$ cat config.mk
export PLATFORM = sky130hd
export DESIGN_NAME = fifo2cmd_flat
export DESIGN_NICKNAME = d
export VERILOG_FILES = /design/src/rtl/fifo2cmd_pkg.sv /design/src/rtl/fifo2cmd_if.sv /design/src/rtl/fifo2cmd.sv /design/src/flat_wrapper.sv
export SDC_FILE = /design/constraint.sdc
export NUM_CORES = 1
export LEC_CHECK = 0
export BUFFER_PORTS_ARGS = -buffer_cell sky130_fd_sc_hd__buf_2
export CAP_MARGIN = 5
export CORE_MARGIN = 2
export CORE_UTILIZATION = 53
export DETAILED_ROUTE_END_ITERATION = 10
export GPL_ROUTABILITY_DRIVEN = 0
export MAX_ROUTING_LAYER = met4
export PLACE_DENSITY = 0.76
export RECOVER_POWER = 100
export REMOVE_ABC_BUFFERS = 1
export SLEW_MARGIN = 20
export SYNTH_ARGS = -nofsm -noshare
export SYNTH_HDL_FRONTEND = slang
export SYNTH_SLANG_ARGS = --single-unit
$ cat constraint.sdc
create_clock -name clk -period 5.4 [get_ports clk]
set_input_delay 0.27 -clock clk [delete_from_list [all_inputs] [get_ports clk]]
set_output_delay 0.27 -clock clk [all_outputs]
set_load 0.02 [all_outputs]
$ cat src/rtl/fifo2cmd_pkg.sv
// Shared types and constants for the command-frame parser.
package fifo2cmd_pkg;

    typedef enum logic [1:0] {
        ST_IDLE  = 2'd0,
        ST_READ  = 2'd1,
        ST_CHECK = 2'd2,
        ST_DONE  = 2'd3
    } state_e;

    localparam logic [1:0] ERR_OK   = 2'd0;
    localparam logic [1:0] ERR_HEAD = 2'd1;
    localparam logic [1:0] ERR_SUM  = 2'd2;
    localparam logic [1:0] ERR_TMO  = 2'd3;

    localparam logic [7:0] HEAD0_DEF = 8'h55;
    localparam logic [7:0] HEAD1_DEF = 8'hAA;

endpackage

$ cat src/rtl/fifo2cmd_if.sv
// Console/FIFO side signals of the command-frame parser.
interface fifo2cmd_if #(
    parameter int unsigned NREG = 9
) ();
    logic                fs;
    logic                fd;
    logic                fifo_rxen;
    logic [7:0]          fifo_rxd;
    logic                fifo_empty;
    logic [NREG*8-1:0]   cmd_regs;
    logic                cmd_vld;
    logic [1:0]          err;

    modport slave (
        input  fs, fifo_rxd, fifo_empty,
        output fd, fifo_rxen, cmd_regs, cmd_vld, err
    );

    modport master (
        output fs, fifo_rxd, fifo_empty,
        input  fd, fifo_rxen, cmd_regs, cmd_vld, err
    );
endinterface

$ cat src/rtl/fifo2cmd.sv
// Pulls one framed command (header, NREG payload bytes, checksum) from the
// command FIFO and commits the payload atomically to the register vector.
module fifo2cmd
    import fifo2cmd_pkg::*;
#(
    parameter int unsigned NREG    = 9,
    parameter logic [7:0]  HEAD0   = HEAD0_DEF,
    parameter logic [7:0]  HEAD1   = HEAD1_DEF,
    parameter int unsigned TIMEOUT = 1024
) (
    input  logic         clk,
    input  logic         rst,
    fifo2cmd_if.slave    bus
);

    localparam int unsigned NBYTE   = NREG + 3;
    localparam int unsigned IDX_W   = $clog2(NREG + 4);
    localparam int unsigned STALL_W = $clog2(TIMEOUT + 1);

    localparam logic [IDX_W-1:0]   NBYTE_C   = IDX_W'(NBYTE);
    localparam logic [IDX_W-1:0]   LAST_IDX  = IDX_W'(NBYTE - 1);
    localparam logic [STALL_W-1:0] STALL_MAX = STALL_W'(TIMEOUT - 1);

    state_e              state_q, state_d;
    logic [IDX_W-1:0]    iss_q, iss_d;
    logic [IDX_W-1:0]    rcv_q, rcv_d;
    logic [STALL_W-1:0]  stall_q, stall_d;
    logic                vld_q;
    logic [7:0]          sum_q, sum_d;
    logic [7:0]          csum_q, csum_d;
    logic [NREG*8-1:0]   shadow_q, shadow_d;
    logic [NREG*8-1:0]   regs_q, regs_d;
    logic                cmd_vld_q, cmd_vld_d;
    logic                fd_q, fd_d;
    logic [1:0]          err_q, err_d;

    logic                more;
    logic                rxen;
    logic                stalled;
    logic                timeout;
    logic                head_bad;

    assign more    = (iss_q < NBYTE_C);
    assign rxen    = (state_q == ST_READ) && !bus.fifo_empty && more;
    assign stalled = (state_q == ST_READ) && bus.fifo_empty && more;
    assign timeout = stalled && (stall_q == STALL_MAX);

    assign head_bad = ((rcv_q == IDX_W'(0)) && (bus.fifo_rxd != HEAD0)) ||
                      ((rcv_q == IDX_W'(1)) && (bus.fifo_rxd != HEAD1));

    assign bus.fifo_rxen = rxen;
    assign bus.fd        = fd_q;
    assign bus.cmd_regs  = regs_q;
    assign bus.cmd_vld   = cmd_vld_q;
    assign bus.err       = err_q;

    always_ff @(posedge clk or posedge rst) begin
        if (rst) begin
            state_q   <= ST_IDLE;
            iss_q     <= '0;
            rcv_q     <= '0;
            stall_q   <= '0;
            vld_q     <= 1'b0;
            sum_q     <= '0;
            csum_q    <= '0;
            shadow_q  <= '0;
            regs_q    <= '0;
            cmd_vld_q <= 1'b0;
            fd_q      <= 1'b0;
            err_q     <= ERR_OK;
        end else begin
            state_q   <= state_d;
            iss_q     <= iss_d;
            rcv_q     <= rcv_d;
            stall_q   <= stall_d;
            vld_q     <= rxen;
            sum_q     <= sum_d;
            csum_q    <= csum_d;
            shadow_q  <= shadow_d;
            regs_q    <= regs_d;
            cmd_vld_q <= cmd_vld_d;
            fd_q      <= fd_d;
            err_q     <= err_d;
        end
    end

    always_comb begin
        state_d   = state_q;
        iss_d     = iss_q;
        rcv_d     = rcv_q;
        stall_d   = stall_q;
        sum_d     = sum_q;
        csum_d    = csum_q;
        shadow_d  = shadow_q;
        regs_d    = regs_q;
        cmd_vld_d = 1'b0;
        err_d     = err_q;
        fd_d      = (state_q == ST_DONE);

        case (state_q)
            ST_IDLE: begin
                if (bus.fs) begin
                    state_d = ST_READ;
                    iss_d   = '0;
                    rcv_d   = '0;
                    sum_d   = '0;
                    stall_d = '0;
                end
            end

            ST_READ: begin
                if (rxen) begin
                    iss_d = iss_q + IDX_W'(1);
                end
                if (!bus.fifo_empty) begin
                    stall_d = '0;
                end else if (stalled) begin
                    stall_d = stall_q + STALL_W'(1);
                end

                // A byte landing in the timeout cycle is dropped with the frame.
                if (timeout) begin
                    err_d   = ERR_TMO;
                    state_d = ST_DONE;
                end else if (vld_q) begin
                    rcv_d = rcv_q + IDX_W'(1);
                    if (head_bad) begin
                        err_d   = ERR_HEAD;
                        state_d = ST_DONE;
                    end else if (rcv_q == LAST_IDX) begin
                        csum_d  = bus.fifo_rxd;
                        state_d = ST_CHECK;
                    end else if (rcv_q >= IDX_W'(2)) begin
                        sum_d = sum_q + bus.fifo_rxd;
                        for (int unsigned k = 0; k < NREG; k++) begin
                            if (rcv_q == IDX_W'(k + 2)) begin
                                shadow_d[8*k +: 8] = bus.fifo_rxd;
                            end
                        end
                    end
                end
            end

            ST_CHECK: begin
                if (sum_q == csum_q) begin
                    regs_d    = shadow_q;
                    cmd_vld_d = 1'b1;
                    err_d     = ERR_OK;
                end else begin
                    err_d     = ERR_SUM;
                end
                state_d = ST_DONE;
            end

            ST_DONE: begin
                if (!bus.fs) begin
                    state_d = ST_IDLE;
                end
            end

            default: begin
                state_d = ST_IDLE;
            end
        endcase
    end

endmodule

$ cat src/flat_wrapper.sv
// flat-port wrapper written by rule: the top's interface ports become plain ports
module fifo2cmd_flat import fifo2cmd_pkg::*;
#(
    parameter int unsigned NREG    = 9,
    parameter logic [7:0]  HEAD0   = HEAD0_DEF,
    parameter logic [7:0]  HEAD1   = HEAD1_DEF,
    parameter int unsigned TIMEOUT = 1024
)
  (clk, rst, bus_fs, bus_fifo_rxd, bus_fifo_empty, bus_fd, bus_fifo_rxen, bus_cmd_regs, bus_cmd_vld, bus_err);
  fifo2cmd_if #(.NREG(NREG)) bus_i ();
  input  logic clk;
  input  logic rst;
  input wire logic [$bits(bus_i.fs)-1:0] bus_fs;
  input wire logic [$bits(bus_i.fifo_rxd)-1:0] bus_fifo_rxd;
  input wire logic [$bits(bus_i.fifo_empty)-1:0] bus_fifo_empty;
  output wire logic [$bits(bus_i.fd)-1:0] bus_fd;
  output wire logic [$bits(bus_i.fifo_rxen)-1:0] bus_fifo_rxen;
  output wire logic [$bits(bus_i.cmd_regs)-1:0] bus_cmd_regs;
  output wire logic [$bits(bus_i.cmd_vld)-1:0] bus_cmd_vld;
  output wire logic [$bits(bus_i.err)-1:0] bus_err;
  assign bus_i.fs = bus_fs;
  assign bus_i.fifo_rxd = bus_fifo_rxd;
  assign bus_i.fifo_empty = bus_fifo_empty;
  assign bus_fd = bus_i.fd;
  assign bus_fifo_rxen = bus_i.fifo_rxen;
  assign bus_cmd_regs = bus_i.cmd_regs;
  assign bus_cmd_vld = bus_i.cmd_vld;
  assign bus_err = bus_i.err;
  fifo2cmd #(.NREG(NREG), .HEAD0(HEAD0), .HEAD1(HEAD1), .TIMEOUT(TIMEOUT)) u_core (.clk(clk), .rst(rst), .bus(bus_i));
endmodule
==> run metrics, run 1 <==
Max IR drop VDD=0.2471 mV; #FFs+latches synth=186; critical path class=reg -> reg; Synth Area in Compound Gates=4.338%; run status=finished, violations left; most common cell in the netlist=dfrtp_1; Die Area=15960 um^2; crit end category=flop; # IOs=89; post-route cell area=9040 um^2; drt first pass iters=4; final setup TNS=0 ns; Ys Warns=0; fill count=1124; Nets=686; clock power share=37.6%; Post-Synth Adder-Cell Area=3.091%; minimum clock period=3.968 ns; mapped cell area=7933 um^2; Commonest cells post-synth=dfrtp_1 (186), mux2_2 (152), nor2_1 (25); Worst Hold End=u_core.sum_q[0]; worst reg2reg path startpoint=u_core.sum_q[2]; pwr dens=393.9 nW/um^2; r2r worst-path depth=6; core area=14590 um^2; Clock Root Buffer=clkbuf_16; final hold slack=0.09464 ns; post-synthesis simple-gate area fraction=6.467%; Async SR Flop Fraction=100.0%; Die H=126.3 um; final worst-path cycle share=73.47%; initial antenna violation count=0; hpwl dp=10.64 mm; Avg Inst Size Synth=13.92 um^2; Seq/Total Area, Yosys=58.68%; failing checks=max-capacitance violations, max-slew violations; post-synth top area cell=dfrtp_1; # diodes=0; Comb power frac=20.1%; cell count of the worst hold path=2; gr ovfl total=0; P_int=2.517 mW; Mapped Cells=570; Worst-path clk slew=0.07 ns; Hold Crit Start=bus_fs; post-synthesis mux area share=22.74%; layout cell share with drive strength beyond 1=29.94%; DRT iter0 DRCs=348; worst skew pair latency=0.43 ns; Antenna Nets Post-Route=0; DIE WIDTH=126.3 um; clk sinks=186; synth unique cells=52; final wirelength=15.88 mm; routed len/inst=18.64 um; Placed Area=8534 um^2; Slew HR=-129.3%; Synth top area share=58.68%; Final Core Density=61.96%; Tightest Hold Check Type=in -> reg; Fin. Hold Viols=0; num rows=44; fmax=0.2520 GHz; Initial Util=54.37%; clock tree buffer depth=2; post-route DRC violation count=0; largest net degree at the start of global routing=80; largest family of logic cells by synthesized area=multiplexers; Seq pwr share=42.3%; Synth Flop Type=dfrtp_1; GRT Overall Usage=21.09%; vias post-DR=4810; Worst Tran Pin Value=3.421 ns; switching share of total power=29.31%; Setup Skew=0.007260 ns; number of flops mapped to enable cells by yosys=0; Switching Power=1.043 mW; CP max FO=49; Worst R2R Setup Slack=1.43 ns; CP required=5.70 ns; H-tree level count=4; Pleak=4.550 nW; placed cells=819; Post-Synth XOR/XNOR Area=2.539%; fin. max-slew vios=130; startpoint types=flop; I/O Buffers=88; Finished Layout Cells=852; vias in the first global route=4866; final setup fails=0; CTS tree=done; via/cell ratio=5.646; first-pass GRT wire length=25.70 mm; synth top area cells=dfrtp_1 (59%), mux2_2 (22%), ha_1 (2.8%); number of CTS-inserted buffers=17; Post-CTS Setup Bufs=0; CP arrival=4.27 ns; Max-Cap Viols=2; RSZ-0062 raised after global routing=false; RR Endpoint=u_core.bus.cmd_regs[64]; Layout area overhead=13.96%
-- metrics by stage --
step           setup slack, ns  power (mW)
6_report                 1.432       3.560
5_1_grt                  1.133       3.721
4_1_cts                  2.328       3.584
3_5_place_dp             2.372       2.248
3_3_place_gp             2.424       2.221
2_1_floorplan           -3.396       2.088
-- cells by family after synthesis --
| family | count (synthesis) |
|---|---|
| flops | 186 |
| mux | 161 |
| simple gates | 91 |
| compound gates | 47 |
| buf+inv | 43 |
| xor+xnor | 23 |
| fa+ha+maj | 19 |
-- worst max-delay path, cell delays in order, from the launching register on --
cell and delay (ns):
dfrtp_1 0.42, xor2_1 0.17, nor4_1 0.34, nand3_1 0.16
nor4_1 0.30, clkbuf_1 1.96, mux2_2 0.48
-- cell type report --
cell class	instances	area, um^2	share of cell area, %
Clock buffer	19	452.9	5.010
Inverter	16	61.31	0.6782
Timing Repair Buffer	93	375.4	4.152
Multi-Input combinational cell	341	3078	34.05
Clock inverter	13	187.7	2.076
Sequential cell	186	4654	51.49
Tap cell	184	230.2	2.547
-- power by group through the flow --
stage	registers, mW	clock network, mW	logic, mW
6_report	1.51	1.34	0.714
3_5_place_dp	1.53	0	0.719
3_3_place_gp	1.53	0	0.695
4_1_cts	1.50	1.36	0.723
5_1_grt	1.51	1.42	0.789
2_1_floorplan	1.54	0	0.551
-- what timing repair did --
action,4_1_cts,5_1_grt
gates resized for setup,0,0
endpoints found under the hold margin,76,0
hold buffers,1,0
-- state kept, by name, indices dropped and copies added (netlist names) --
name                 cells
u_core.csum_q            8
u_core.bus.cmd_vld       1
u_core.bus.err           2
u_core.bus.fd            1
u_core.state_q           2
u_core.sum_q             8
u_core.rcv_q             4
u_core.vld_q             1
u_core.shadow_q         72
u_core.iss_q             4
u_core.bus.cmd_regs     72
u_core.stall_q          11
-- layout by cell type (no fill, tap or decap), types with 2 or more instances in the layout --
cell type | synthesis | routed
clkbuf_16 | 0 | 17
a32o_1 | 3 | 3
nand3_1 | 12 | 13
dfrtp_1 | 186 | 186
inv_6 | 0 | 3
mux2_2 | 152 | 151
a21boi_0 | 3 | 3
a21oi_1 | 9 | 9
buf_2 | 7 | 10
ha_1 | 18 | 18
buf_4 | 0 | 2
mux2_1 | 2 | 3
or4_1 | 2 | 2
a21o_1 | 6 | 6
nor4_1 | 4 | 4
clkbuf_1 | 19 | 80
o41ai_1 | 2 | 2
o21a_1 | 2 | 2
xnor2_1 | 10 | 10
a22oi_1 | 2 | 2
nand2_1 | 16 | 20
clkinvlp_4 | 0 | 2
xor2_1 | 13 | 13
nor4bb_1 | 4 | 4
o211ai_1 | 2 | 2
clkinv_2 | 0 | 3
nor3_1 | 5 | 5
nand4_1 | 3 | 3
a22o_1 | 2 | 2
mux2i_1 | 7 | 7
bufinv_16 | 0 | 4
o22ai_1 | 2 | 2
o21ai_0 | 6 | 7
inv_1 | 16 | 15
nand4b_1 | 5 | 5
clkbuf_8 | 0 | 2
nor2_1 | 25 | 25
-- worst max-delay path by stage --
stage | cells past startpoint | end | slack, ns | start
2_1_floorplan | 5 | u_core.bus.cmd_regs[0] | -3.40 | u_core.sum_q[2]
3_3_place_gp | 6 | u_core.shadow_q[37] | 2.42 | u_core.state_q[1]
3_5_place_dp | 6 | u_core.shadow_q[64] | 2.37 | u_core.state_q[1]
4_1_cts | 6 | u_core.shadow_q[64] | 2.33 | u_core.state_q[1]
5_1_grt | 6 | u_core.bus.cmd_regs[70] | 1.13 | u_core.sum_q[1]
6_report | 6 | u_core.bus.cmd_regs[64] | 1.43 | u_core.sum_q[2]
-- layer usage --
| metal | track usage [%] | routed length [um] | vias to the layer above | part of all wire (%) |
|---|---|---|---|---|
| met5 | - | 0 | - | 0 |
| met4 | 7.111 | 232 | 0 | 1.5 |
| met3 | 3.627 | 518 | 18 | 3.3 |
| met2 | 32.34 | 7665 | 92 | 48 |
| met1 | 28.89 | 7463 | 2504 | 47 |
| li1 | - | - | 2196 | - |
Power figures use the tool's default switching activity.
==> run 2: changes to the inputs <==
==> constraint.sdc (replaced) <==
create_clock -name clk -period 3.4 [get_ports clk]
set_input_delay 0.17 -clock clk [delete_from_list [all_inputs] [get_ports clk]]
set_output_delay 0.17 -clock clk [all_outputs]
set_load 0.02 [all_outputs]
==> run 2 against run 1 <==
Effect of this change:
- the flow still finishes with violations (max-capacitance violations, max-slew violations)
- setup slack got worse by 1.1 ns
- total power grew 50%
- flip-flop and latch count unchanged
- cell count grew 0.47%
- sequential share of layout area up 0.28 points
- first-iteration DRC count fell by 43%
- via count down 0.85%
- combinational power increased by 60%
- critical endpoint is now u_core.shadow_q[15]
- largest power group unchanged
- highest routed layer unchanged
==> run metrics, run 2 (same netlist as run 1, synthesis figures left out) <==
run status=finished, violations left; failing checks=max-capacitance violations, max-slew violations; clk sinks=186 (unchanged); drt first pass iters=4 (unchanged); CP max FO=18 (-63%); crit end category=flop; Nets=690 (+0.58%); vias in the first global route=5098 (+4.8%); core area=14590 um^2 (unchanged); post-route DRC violation count=0 (unchanged); fill count=1123 (-0.089%); Max IR drop VDD=0.4148 mV (+68%); Die Area=15960 um^2 (unchanged); Post-CTS Hold Buffers=2 (+1); first-pass GRT wire length=26.97 mm (+4.9%); GRT Overall Usage=22.12% (+1.0 points); num rows=44 (unchanged); most common cell after layout, fill and taps aside=dfrtp_1; RSZ-0062 raised after global routing=false; I/O Buffers=88 (unchanged); CTS tree=done; Clock Root Buffer=clkbuf_16; multi-input logic area=3098 um^2 (+0.65%); clock tree buffer depth=2 (unchanged); final setup fails=0 (unchanged); initial antenna violation count=0 (unchanged); pwr dens=593.9 nW/um^2 (+51%); Layout area overhead=13.34%; # diodes=0 (unchanged); Setup Skew=0.01135 ns (+0.004095 ns); # IOs=89 (unchanged); fmax=0.3209 GHz (+27%); most frequent cells in the layout=dfrtp_1 (186), mux2_2 (151), clkbuf_1 (81), nor2_1 (25), nand2_1 (20); Slew HR=-42.20% (+87 points); largest net degree at the start of global routing=102 (+28%); top layer in use=met4; Placed Area=8569 um^2 (+0.41%); Antenna Nets Post-Route=0 (unchanged); startpoint types=flop; via/cell ratio=5.571 (-1.3%); Max-Cap Viols=1 (-1); DIE WIDTH=126.3 um (unchanged); number of CTS-inserted buffers=17 (unchanged); hpwl dp=10.72 mm (+0.79%); worst slack, placed=0.3517 ns (-2.020 ns); metal2 WL=7.895 mm (+3.0%); WL met1=7.280 mm (-2.5%); Worst Tran Pin Value=2.129 ns (-1.292 ns); met3 routed WL=593 um (+14%); Die H=126.3 um (unchanged); worst setup margin=0.2839 ns (-1.149 ns); routed len/inst=18.68 um (+0.23%); worst skew pair latency=0.43 ns (about the same); Fin. Hold Viols=0 (unchanged); Post-CTS Setup Bufs=0 (unchanged); final wirelength=15.99 mm (+0.71%); DRT iter0 DRCs=200 (-43%); post_cts resized=0 (unchanged); gr ovfl total=0 (unchanged); minimum clock period=3.116 ns (-0.8515 ns); Initial Util=54.37% (unchanged); fin. max-slew vios=102 (-22%); H-tree level count=4 (unchanged); layout cell share with drive strength beyond 1=30.36% (+0.42 points); final worst-path cycle share=91.65% (+18 points); Tightest Hold Check Type=in -> reg; Pleak=4.513 nW (-0.83%); post-route cell area=8991 um^2 (-0.54%); critical path class=reg -> reg; CP required=3.71 ns (-1.99 ns); CP arrival=3.42 ns (-0.85 ns); register area=4654 um^2 (unchanged); vias post-DR=4769 (-0.85%); Worst-path clk slew=0.07 ns (about the same); final setup TNS=0 ns (unchanged)
[run 2: final cells by class]
class	count	area share (%)
multi-input cells	341	34.46
clock buffers	17	4.731
clock inverters	15	1.336
inverters	16	0.7097
repair buffers	97	4.439
well taps	184	2.561
flip-flops and latches	186	51.77
[run 2: worst max-delay path, cell delays in order (launching register included)]
cell	delay (ns)
dfrtp_1	0.43
inv_1	0.13
ha_1	0.58
inv_1	0.33
a2111oi_4	0.56
nor4b_4	0.35
nand3b_2	0.26
mux2_2	0.34
[run 2: worst paths after layout]
kind                            slack (ns)                 from                      end  cells after the start
worst max-delay path                  0.28    u_core.state_q[1]      u_core.shadow_q[15]                      7
worst min-delay path                  0.10       bus_fifo_empty        u_core.stall_q[0]                      3
worst max register to register        0.28    u_core.state_q[1]      u_core.shadow_q[15]                      7
worst min register to register        0.49  u_core.shadow_q[37]      u_core.shadow_q[37]                      1
max in group asynchronous             0.73                  rst      u_core.shadow_q[36]                      4
min in group asynchronous             0.95                  rst  u_core.bus.cmd_regs[41]                      3
[run 2: per-stage QoR]
step / power (mW) / hold WS, ns / utilization, % / std cells
floorplan: 3.266 / 0.2762 / - / 543
global placement: 3.541 / 0.4120 / 58.74 / 822
detailed placement: 3.595 / 0.4400 / 58.74 / 822
CTS: 5.413 / 0.08106 / 62.62 / 856
global route: 5.619 / 0.1200 / 61.63 / 856
finish: 5.340 / 0.1007 / 61.63 / 856
[run 2: report_power, final]
part | total, mW | switching [mW] | internal, mW
clock | 1.81 | 0.861 | 0.948
combinational | 1.14 | 0.723 | 0.416
sequential | 2.39 | 0.0899 | 2.30
total | 5.34 | 1.67 | 3.67
[run 2: metal layers]
metal	GRT usage [%]	vias to the layer above
met4	6.335	0
li1	-	2200
met2	34.54	102
met1	29.54	2449
met5	-	-
met3	4.808	18
